[config.mk]
export PLATFORM = sky130hd
export DESIGN_NAME = ultrasonic_echo_responder
export DESIGN_NICKNAME = d
export VERILOG_FILES = /design/src/rtl/proximity_pkg.sv /design/src/rtl/sync_edge_detect.sv /design/src/rtl/ultrasonic_echo_responder.sv
export SDC_FILE = /design/constraint.sdc
export NUM_CORES = 1
export LEC_CHECK = 0
export CORE_AREA = 2 2 107 109
export DETAILED_ROUTE_END_ITERATION = 8
export DIE_AREA = 0 0 109 111
export PLACE_DENSITY_LB_ADDON = 0.25
export SETUP_SLACK_MARGIN = 0.02
export SLEW_MARGIN = 15
export SYNTH_ARGS = -nofsm -noshare
export SYNTH_HDL_FRONTEND = slang
export SYNTH_SLANG_ARGS = --single-unit
[constraint.sdc]
create_clock -name clk -period 8.7 [get_ports clk]
set_input_delay 1.74 -clock clk [delete_from_list [all_inputs] [get_ports clk]]
set_output_delay 1.74 -clock clk [all_outputs]
set_load 0.1 [all_outputs]
[src/rtl/proximity_pkg.sv]
// Shared definitions for the trigger/echo proximity interface.
//   resp_state_t : responder FSM states
//   CNT_W        : width of the shared cycle counter and echo-width arithmetic
//   DIST_W       : width of a distance in cm
//   US_PER_CM    : round-trip echo time per cm in microseconds
//   echo_width() : echo-high width in cycles for a latched distance
package proximity_pkg;

    localparam int unsigned CNT_W     = 22;
    localparam int unsigned DIST_W    = 9;
    localparam int unsigned US_PER_CM = 58;

    typedef enum logic [2:0] {
        IDLE,
        TRIG_HIGH,
        HOLDOFF,
        ECHO,
        RECOVER
    } resp_state_t;

    // Zero or beyond max_cm reads as "no object" and returns the timeout width.
    function automatic logic [CNT_W-1:0] echo_width(
        input logic [DIST_W-1:0] d,
        input logic [DIST_W-1:0] max_cm,
        input logic [CNT_W-1:0]  cyc_per_cm,
        input logic [CNT_W-1:0]  timeout
    );
        if (d == '0 || d > max_cm) begin
            return timeout;
        end
        return CNT_W'(d) * cyc_per_cm;
    endfunction

endpackage

[src/rtl/sync_edge_detect.sv]
// Two-flop synchronizer with registered edge outputs.
//   clk       : system clock
//   reset     : synchronous, active-high reset
//   async_in  : asynchronous input
//   level_out : synchronized level
//   rise_out  : high in the first cycle level_out is 1
//   fall_out  : high in the first cycle level_out is 0
// The edge flops sample the same pair the second stage does, so each pulse
// lines up with the cycle in which level_out changes.
module sync_edge_detect (
    input  logic clk,
    input  logic reset,
    input  logic async_in,
    output logic level_out,
    output logic rise_out,
    output logic fall_out
);

    logic sync1_q, sync2_q, rise_q, fall_q;
    logic rise_d, fall_d;

    always_comb begin
        rise_d = sync1_q & ~sync2_q;
        fall_d = ~sync1_q & sync2_q;
    end

    always_ff @(posedge clk) begin
        if (reset) begin
            sync1_q <= 1'b0;
            sync2_q <= 1'b0;
            rise_q  <= 1'b0;
            fall_q  <= 1'b0;
        end else begin
            sync1_q <= async_in;
            sync2_q <= sync1_q;
            rise_q  <= rise_d;
            fall_q  <= fall_d;
        end
    end

    assign level_out = sync2_q;
    assign rise_out  = rise_q;
    assign fall_out  = fall_q;

endmodule

[src/rtl/ultrasonic_echo_responder.sv]
// HC-SR04-style responder: answers a trigger pulse with an echo pulse whose
// width encodes distance_cm.
//   clk         : system clock
//   reset       : synchronous, active-high reset
//   enable      : when low, new triggers are ignored in IDLE
//   trig_in     : asynchronous trigger input
//   distance_cm : emulated target distance in cm
//   echo_out    : echo pulse
//   busy        : high whenever the FSM is not in IDLE
//   trig_reject : one-cycle pulse after a too-short trigger
//   meas_count  : number of echoes issued, wrapping at 8 bits
// HOLDOFF_CYCLES must be at least 3 so the registered width is ready before
// the echo starts.
module ultrasonic_echo_responder
    import proximity_pkg::*;
#(
    parameter int unsigned MIN_TRIG_CYCLES = 500,
    parameter int unsigned HOLDOFF_CYCLES  = 22500,
    parameter int unsigned CYCLES_PER_CM   = 2900,
    parameter int unsigned MAX_CM          = 400,
    parameter int unsigned TIMEOUT_CYCLES  = 1900000,
    parameter int unsigned RECOVERY_CYCLES = 500000
) (
    input  logic              clk,
    input  logic              reset,
    input  logic              enable,
    input  logic              trig_in,
    input  logic [DIST_W-1:0] distance_cm,
    output logic              echo_out,
    output logic              busy,
    output logic              trig_reject,
    output logic [7:0]        meas_count
);

    localparam logic [CNT_W-1:0]  CNT_ONE   = CNT_W'(1);
    localparam logic [CNT_W-1:0]  TRIG_LOAD = CNT_W'(MIN_TRIG_CYCLES - 1);
    localparam logic [CNT_W-1:0]  HOLD_LOAD = CNT_W'(HOLDOFF_CYCLES - 1);
    localparam logic [CNT_W-1:0]  REC_LOAD  = CNT_W'(RECOVERY_CYCLES);
    localparam logic [CNT_W-1:0]  CPC       = CNT_W'(CYCLES_PER_CM);
    localparam logic [CNT_W-1:0]  TMO       = CNT_W'(TIMEOUT_CYCLES);
    localparam logic [DIST_W-1:0] MAX_D     = DIST_W'(MAX_CM);

    logic trig_s, trig_rise, trig_fall;

    sync_edge_detect u_trig_sync (
        .clk       (clk),
        .reset     (reset),
        .async_in  (trig_in),
        .level_out (trig_s),
        .rise_out  (trig_rise),
        .fall_out  (trig_fall)
    );

    resp_state_t       state_q, state_d;
    logic [CNT_W-1:0]  cnt_q, cnt_d;
    logic [CNT_W-1:0]  width_q, width_d;
    logic [DIST_W-1:0] dist_q, dist_d;
    logic              echo_q, echo_d;
    logic              rej_q, rej_d;
    logic              arm_q, arm_d;
    logic [7:0]        mcount_q, mcount_d;

    always_comb begin
        state_d  = state_q;
        cnt_d    = cnt_q;
        width_d  = width_q;
        dist_d   = dist_q;
        echo_d   = echo_q;
        rej_d    = 1'b0;
        arm_d    = 1'b0;
        mcount_d = mcount_q;

        unique case (state_q)
            IDLE: begin
                // Arm only once the trigger has been seen low here, so a
                // trigger still held from the previous measurement is ignored.
                arm_d = arm_q | ~trig_s;
                if (trig_rise && arm_q && enable) begin
                    state_d = TRIG_HIGH;
                    // The rising-edge cycle already counts as one high cycle;
                    // the counter runs down to zero once the width is met.
                    cnt_d   = TRIG_LOAD;
                    arm_d   = 1'b0;
                end
            end
            TRIG_HIGH: begin
                if (trig_fall) begin
                    if (cnt_q == '0) begin
                        state_d = HOLDOFF;
                        cnt_d   = HOLD_LOAD;
                        dist_d  = distance_cm;
                    end else begin
                        state_d = IDLE;
                        rej_d   = 1'b1;
                    end
                end else if (trig_s && cnt_q != '0) begin
                    cnt_d = cnt_q - CNT_ONE;
                end
            end
            HOLDOFF: begin
                // Width is registered on the first holdoff cycle only.
                if (cnt_q == HOLD_LOAD) begin
                    width_d = echo_width(dist_q, MAX_D, CPC, TMO);
                end
                if (cnt_q <= CNT_ONE) begin
                    state_d  = ECHO;
                    echo_d   = 1'b1;
                    cnt_d    = width_q;
                    mcount_d = mcount_q + 8'd1;
                end else begin
                    cnt_d = cnt_q - CNT_ONE;
                end
            end
            ECHO: begin
                if (cnt_q <= CNT_ONE) begin
                    state_d = RECOVER;
                    echo_d  = 1'b0;
                    cnt_d   = REC_LOAD;
                end else begin
                    cnt_d = cnt_q - CNT_ONE;
                end
            end
            RECOVER: begin
                if (cnt_q <= CNT_ONE) begin
                    state_d = IDLE;
                end else begin
                    cnt_d = cnt_q - CNT_ONE;
                end
            end
            default: begin
                state_d = IDLE;
                echo_d  = 1'b0;
            end
        endcase
    end

    always_ff @(posedge clk) begin
        if (reset) begin
            state_q  <= IDLE;
            cnt_q    <= '0;
            width_q  <= '0;
            dist_q   <= '0;
            echo_q   <= 1'b0;
            rej_q    <= 1'b0;
            arm_q    <= 1'b0;
            mcount_q <= '0;
        end else begin
            state_q  <= state_d;
            cnt_q    <= cnt_d;
            width_q  <= width_d;
            dist_q   <= dist_d;
            echo_q   <= echo_d;
            rej_q    <= rej_d;
            arm_q    <= arm_d;
            mcount_q <= mcount_d;
        end
    end

    assign echo_out    = echo_q;
    assign busy        = (state_q != IDLE);
    assign trig_reject = rej_q;
    assign meas_count  = mcount_q;

endmodule

**After elaboration in Yosys (flattened, before gate mapping)**

Index checks and enable logic that the tools add are counted.

- Add/subtract/negate cells: 2
- Multiply operators: 1
- Order comparisons: 2
- Equal/unequal tests: 13
- Multiplexer cells: 24
- Bitwise gates (word level): 9
- Reduce and logical (&&, ||, !) cells: 19

Operator list:

| kind | number |
|---|---|
| 22-bit 2-to-1 mux | 9 |
| 22-bit case mux with 5 select lines | 1 |
| 22-bit by 15-bit == test with 1-bit output, second input constant | 1 |
| 22-bit by 1-bit <= comparator with 1-bit output, second input constant | 1 |
| 22-bit zero test | 1 |
| 22-bit nonzero test | 1 |
| 22-bit by 1-bit subtractor with 22-bit output, second input constant | 1 |
| 9-bit by 10-bit multiplier with 19-bit output, second input constant | 1 |
| 3-bit 2-to-1 mux | 5 |
| 3-bit case mux with 5 select lines | 1 |
| 2-bit inequality test, second input constant | 5 |
| 5-bit AND reduction | 2 |
| 9-bit > comparator, second input constant | 1 |
| 9-bit zero test | 1 |
| 3-bit OR reduction | 3 |
| 8-bit by 1-bit adder with 8-bit output, second input constant | 1 |
| 3-bit by 2-bit == test with 1-bit output, second input constant | 2 |
| 1-bit 2-to-1 mux | 6 |
| 1-bit inverter | 6 |
| 3-bit AND reduction | 2 |
| 5-bit nonzero test | 1 |
| 2-bit AND reduction | 2 |
| 3-bit by 1-bit == test with 1-bit output, second input constant | 1 |
| 3-bit == test, second input constant | 1 |
| 11 further kinds | 14 |

- Register bits after elaboration: 71
- Input bits: 13
- Output and inout port bits: 11

**Logic depth before layout (Yosys ltp)**

- Depth in word-level cells: 6
- Depth in mapped cells: 17
- Gate-level depth less buffers: 17

**By module**

From an unflattened synthesis, not the netlist that was laid out.

- Cell total of the unflattened synthesis: 660
- Area, all modules: 5,411.4 um^2

By module, submodules not included:

| module | times used | cells an instance | area each (um^2) | sequential area each (um^2) |
|---|---|---|---|---|
| ultrasonic_echo_responder | 1 | 652 | 5,293.8 | 1,281.2 |
| sync_edge_detect | 1 | 8 | 117.6 | 80.1 |

**Worst setup path after synthesis**

Ideal clock, no wire load.

- Path kind: flip-flop to flip-flop
- Start: register dist_q[4]
- End: register width_q[19]
- Library setup time: 0.125 ns
- Arrival time: 3.877 ns
- Required time: 8.575 ns
- Slack: 4.697 ns
- Cell stages (with the launch flop): 17
- Cells stage by stage: dfxtp_1 inv_1 ha_1 inv_1 fa_1 inv_1 fa_1 inv_1 fa_1 inv_1 ha_1 a2111o_1 o2111ai_1 nand2_1 o31ai_1 xor2_1 a21oi_1

- Cells in the longest elaborated chain, start to end: 6
- Elaborated cells between the ends (all ways): 8
- Classes of those cells: mul: 1; order compare: 1; mux: 4; reduce/logical: 2

Ends and longest elaborated chain:

| what | line | text |
|---|---|---|
| from (decl) | ultrasonic_echo_responder.sv:57 | `logic [DIST_W-1:0] dist_q, dist_d;` |
| from (signal assigned) | ultrasonic_echo_responder.sv:151 | `dist_q <= dist_d;` |
| branches (longest 5 deep; another with 9-bit by 10-bit multiplier with 19-bit output) | n/a |  |
| 22-bit 2-to-1 mux (*) | proximity_pkg.sv:31 | `return CNT_W'(d) * cyc_per_cm;` |
| to (signal assigned) | ultrasonic_echo_responder.sv:150 | `width_q <= width_d;` |
| to (decl) | ultrasonic_echo_responder.sv:56 | `logic [CNT_W-1:0] width_q, width_d;` |

Mark *: on every way between the ends. The select of a mux whose other input is x is not followed.
A chain may end at the register's enable or synchronous reset.

**Worst setup path after layout**

- Start: register state_q[0]
- End: output busy

- Cells in the longest elaborated chain, start to end: 1

Ends and longest elaborated chain:

| what | line | text |
|---|---|---|
| from (decl) | ultrasonic_echo_responder.sv:54 | `resp_state_t state_q, state_d;` |
| from (signal assigned) | ultrasonic_echo_responder.sv:148 | `state_q <= state_d;` |
| 3-bit nonzero test | ultrasonic_echo_responder.sv:160 | `assign busy = (state_q != IDLE);` |
| to (decl) | ultrasonic_echo_responder.sv:30 | `output logic busy,` |

No other way between the ends.

==> results by stage <==
Power:
- Of the total power, the clock network draws 0.447.
- The share of total power dissipated in combinational logic is 0.126.
- The switching power is 209.1 µW.
- Of the total power, the share spent switching nets is 0.2797.
- Of the total power, registers draw 0.426.
- The worst-case vdd ir drop is 0.0001109 V.
- The internal power summed over all cells is 538.4 µW.
- The static leakage is 0.002626 µW.
- Dividing total power by cell area gives a power density of 126.7 nW/µm².

Worst setup path:
- The most critical setup path has its startpoint at state_q[0]$_SDFFE_PP0P_.
- The count of cells along the worst register-to-register path is 16.
- The launch point of the worst reg-to-reg path is dist_q[4]$_SDFFE_PP0P_.
- For the worst setup path, the data required time is 6.96 ns.
- Traced cell by cell, the critical path runs through or3_1, clkdlybuf4s50_1.
- The number of stages on the worst setup path is 2.
- Broken down by cell family, the worst path's largest delay share belongs to buffers and inverters.
- The largest fanout of any net on the critical path is 31.
- The number of buffers and inverters on the critical path is 1.
- The largest single stage delay on the critical path is 1.15 ns.
- The slack of the worst reg-to-reg path is 4.46 ns.
- The category of the critical setup timing path is reg2out.
- STA puts the critical path data arrival time at 2.67 ns.
- The endpoint type of the worst setup path is an output pin.
- The capturing point of the worst reg2reg path is width_q[19]$_SDFFE_PP0P_.
- The worst setup path is launched from a flop.
- The slowest stage of the critical path is the sky130_fd_sc_hd__clkdlybuf4s50_1 cell.

Yosys:
- The fraction of post-synthesis cell area in the top cell type by area is 0.2561.
- The number of warnings printed during yosys synthesis is 0.
- The async set-reset flop share out of synthesis is 0.
- Among all flip-flop cells after synthesis, the most frequent one is sky130_fd_sc_hd__dfxtp_1.
- Counting flops and latches in the post-synthesis netlist gives 68.
- The number of flops mapped to enable cells by yosys is 0.
- By area the synthesized netlist is led by sky130_fd_sc_hd__dfxtp_1 26%, sky130_fd_sc_hd__ha_1 13%, sky130_fd_sc_hd__fa_1 8.3%.
- Of the synthesized area, sequential elements account for 0.2561.
- A synthesized cell averages 8.166 µm².
- In this run the cell area of the synthesized design comes to 5316 µm².
- The total nets after synthesis is 742.
- Of all cell types, the one taking the most synthesized area is sky130_fd_sc_hd__dfxtp_1.
- The cell count after synthesis came out at 651.
- Counting distinct cell types in the post-synthesis netlist gives 65.

Routing:
- The first routing iteration left 247 violations.
- After detailed routing, the total wire length is 13.02 mm.
- The detail route stage leaves a number of antenna-violating nets equal to 0.
- In the routed design, unresolved DRC markers number 0.
- The first-pass detailed-route iteration total is 8.
- In the final routed layout, each cell accounts on average for 16.09 µm.
- The per-cell via count in the routed design is 5.666.
- Across all layers, the routed design uses 4584 vias.

Final layout:
- The library cell used most frequently in the layout, excluding fill and tap cells, is sky130_fd_sc_hd__nor2_1.
- In the final layout, the share of cells above drive strength 1 is 0.05255.
- The area occupied by registers is 1361 µm².
- At the end of the flow, the number of nets in the layout was 753.
- The area growth from synthesis to layout is 10.97%.
- The number of filler cells placed in the layout is 1010.
- The repair_antennas step left the layout with diodes totalling 0.
- Leaving out fill and tap cells, the most frequent cells in the layout are 78 x sky130_fd_sc_hd__nor2_1, 68 x sky130_fd_sc_hd__dfxtp_1, 66 x sky130_fd_sc_hd__inv_1.
- The number of standard cells in the layout, taps in and fillers out is 809.
- The total area of multi-input combinational cells is 3597 µm².

Clock tree:
- The post-CTS setup-driven buffer insertion count is 0.
- After clock tree synthesis, the clock-pin slew on the worst setup and hold paths is 0.05 ns.
- The total of hold buffers inserted after clock tree synthesis is 0.
- After clock tree synthesis, the repair step resized 0 gates.
- TritonCTS built the clock tree.
- The clock drives 68 sinks.
- The H-tree generated during clock tree synthesis spans 3 levels.
- Clock tree synthesis selected as its root buffer the cell sky130_fd_sc_hd__clkbuf_16.
- TritonCTS created 9 clock buffers.
- The longest clock path from root to sink contains 2 buffers.
- Clock latency on the worst-skew pair, taken at its later pin, is 0.35 ns.

Timing:
- The final number of hold-violating endpoints is 0.
- The worst setup skew after layout is 0.007685 ns.
- Of the available clock period, the critical path in the final layout requires 0.5065.
- The time the worst path needs with I/O delays and setup is 4.406 ns.
- The maximum clock frequency is 0.2270 GHz.
- The worst relative slew slack is 0.2321.
- Setup repair after global routing left no endpoint under its margin.
- Setup total negative slack on the finished layout was measured at 0 ns.
- Setup violations remaining at the end of the flow were counted as 0.
- For the pin with the worst max-slew slack, the measured transition is 1.152 ns.
- The number of max-slew violations in the final report is 0.

GRT:
- For this run the aggregate overflow at the end of global routing stands at 0.
- The initial antenna violation count is 0.
- In the global route stage, overall resource usage came out at 0.2320.
- The wire length of the first global-routing pass is 22.00 mm.
- The number of global-route vias before repair is 4532.
- Entering global routing, the biggest net connects 52 pins.

Worst hold path:
- The worst hold endpoint is u_trig_sync.fall_out$_SDFF_PP0_.
- The startpoint identified for the worst hold timing path is u_trig_sync.sync1_q$_SDFF_PP0_.
- Counting instances, the worst hold path has a depth of 1.
- The worst hold-check path type is reg2reg.

Floorplan:
- The die width is 109 µm.
- After floorplanning, the core was sized to cover 11080 µm².
- The area of the die is 12100 µm².
- The number of I/O pins is 24.
- Row generation in the floorplan step produced 39 rows.
- For this configuration, the core starts out at a cell density of 0.4800.
- From bottom edge to top edge, the die measures 111 µm.

Placed design:
- The wire-length estimate of the detail-placed layout is 9.969 mm.
- Input and output buffers added on the ports amount to 23.
- The global placer's final weighted congestion is 0.9547.
- After detailed placement, the design holds a cell count of 794.

Flow run:
- The number of max-capacitance violations reported is 0.

Run status:
- The flow ran to the end, and the final reports show no timing, DRC or antenna violations.
-- how the worst max path moves through the flow --
stage / to / slack, ns
after global routing: busy / 4.15
after floorplan: width_q[19]$_SDFFE_PP0P_ / 4.70
final: busy / 4.29
after detailed placement: width_q[19]$_SDFFE_PP0P_ / 4.49
after global placement: width_q[19]$_SDFFE_PP0P_ / 4.53
after CTS: busy / 4.27
-- logic make-up after synthesis --
group                      after synthesis  synth area share
adders and majority gates               78            0.2146
DFF                                     68            0.2561
muxes                                   10           0.01883
xor gates and xnor gates                27           0.04448
AOI/OAI and AO/OA                      149            0.1782
buffers and inverters                   92           0.06848
and+or+nand+nor                        227            0.2193
-- worst register-to-register path, stage by stage, from the launching register on --
cell and delay [ns]:
sky130_fd_sc_hd__dfxtp_1 0.51, sky130_fd_sc_hd__inv_1 0.15, sky130_fd_sc_hd__ha_1 0.30, sky130_fd_sc_hd__inv_1 0.04, sky130_fd_sc_hd__fa_1 0.47, sky130_fd_sc_hd__inv_1 0.05, sky130_fd_sc_hd__fa_1 0.52, sky130_fd_sc_hd__inv_1 0.05
sky130_fd_sc_hd__fa_1 0.52, sky130_fd_sc_hd__inv_1 0.04, sky130_fd_sc_hd__ha_1 0.24, sky130_fd_sc_hd__a2111o_1 0.43, sky130_fd_sc_hd__o2111ai_1 0.20, sky130_fd_sc_hd__nand2_1 0.11, sky130_fd_sc_hd__o31ai_1 0.24, sky130_fd_sc_hd__xor2_1 0.17
sky130_fd_sc_hd__a21oi_1 0.07
-- routing by layer --
metal  share of wire  global-route usage  vias up
li1                -                   -     2287
met1            0.45              0.2975     2149
met2            0.47              0.3814      114
met3           0.044             0.03880       34
met4           0.029             0.09744        0
met5               0                   0        -
-- through the flow --
stage | utilization | power, µW | cell area [µm²] | hold slack [ns] | worst slack [ns]
after floorplan | - | 395.2 | 5316 | 0.3885 | 4.697
after global routing | 0.5326 | 777.8 | 5899 | 0.4350 | 4.146
after global placement | 0.5085 | 418.2 | 5633 | 0.3978 | 4.528
after detailed placement | 0.5085 | 417.7 | 5633 | 0.4022 | 4.488
after CTS | 0.5326 | 756.2 | 5899 | 0.4132 | 4.272
final | 0.5326 | 747.5 | 5899 | 0.4112 | 4.294
-- cells in the mapped netlist (7+ instances only) --
library cell and count:
sky130_fd_sc_hd__nor2_1 78, sky130_fd_sc_hd__dfxtp_1 68, sky130_fd_sc_hd__inv_1 66, sky130_fd_sc_hd__ha_1 56, sky130_fd_sc_hd__o21ai_0 42, sky130_fd_sc_hd__a21oi_1 40
sky130_fd_sc_hd__nand2_1 38, sky130_fd_sc_hd__fa_1 22, sky130_fd_sc_hd__nor3_1 22, sky130_fd_sc_hd__clkbuf_1 20, sky130_fd_sc_hd__xor2_1 19, sky130_fd_sc_hd__or3_1 12
sky130_fd_sc_hd__nand2b_1 11, sky130_fd_sc_hd__mux2i_1 10, sky130_fd_sc_hd__nand3_1 10, sky130_fd_sc_hd__nand4_1 10, sky130_fd_sc_hd__xnor2_1 8, sky130_fd_sc_hd__nor2b_1 7
sky130_fd_sc_hd__o31ai_1 7
-- flip-flops by register name, summed over array words and instances (netlist names) --
register	cells
arm_q	1
u_trig_sync.level_out	1
u_trig_sync.sync1_q	1
trig_reject	1
cnt_q	22
meas_count	8
width_q	19
state_q	3
dist_q	9
u_trig_sync.rise_out	1
echo_out	1
u_trig_sync.fall_out	1
-- layout make-up --
type,count,share of cell area
tap,143,0.03033
inverter,66,0.04199
timing repair buffer,26,0.04199
clock inverter,6,0.006999
clock buffer,9,0.03818
sequential,68,0.2308
multi-input combinational,491,0.6098
-- power groups by stage --
stage                     Clock (µW)  Combinational, µW  Sequential (µW)
after floorplan                    0               71.8              323
after global placement             0               92.9              325
after detailed placement           0               92.3              325
after CTS                        345               92.9              319
after global routing             356                103              319
final                            334               94.4              319
No activity file was read; power rests on OpenSTA's default activity.
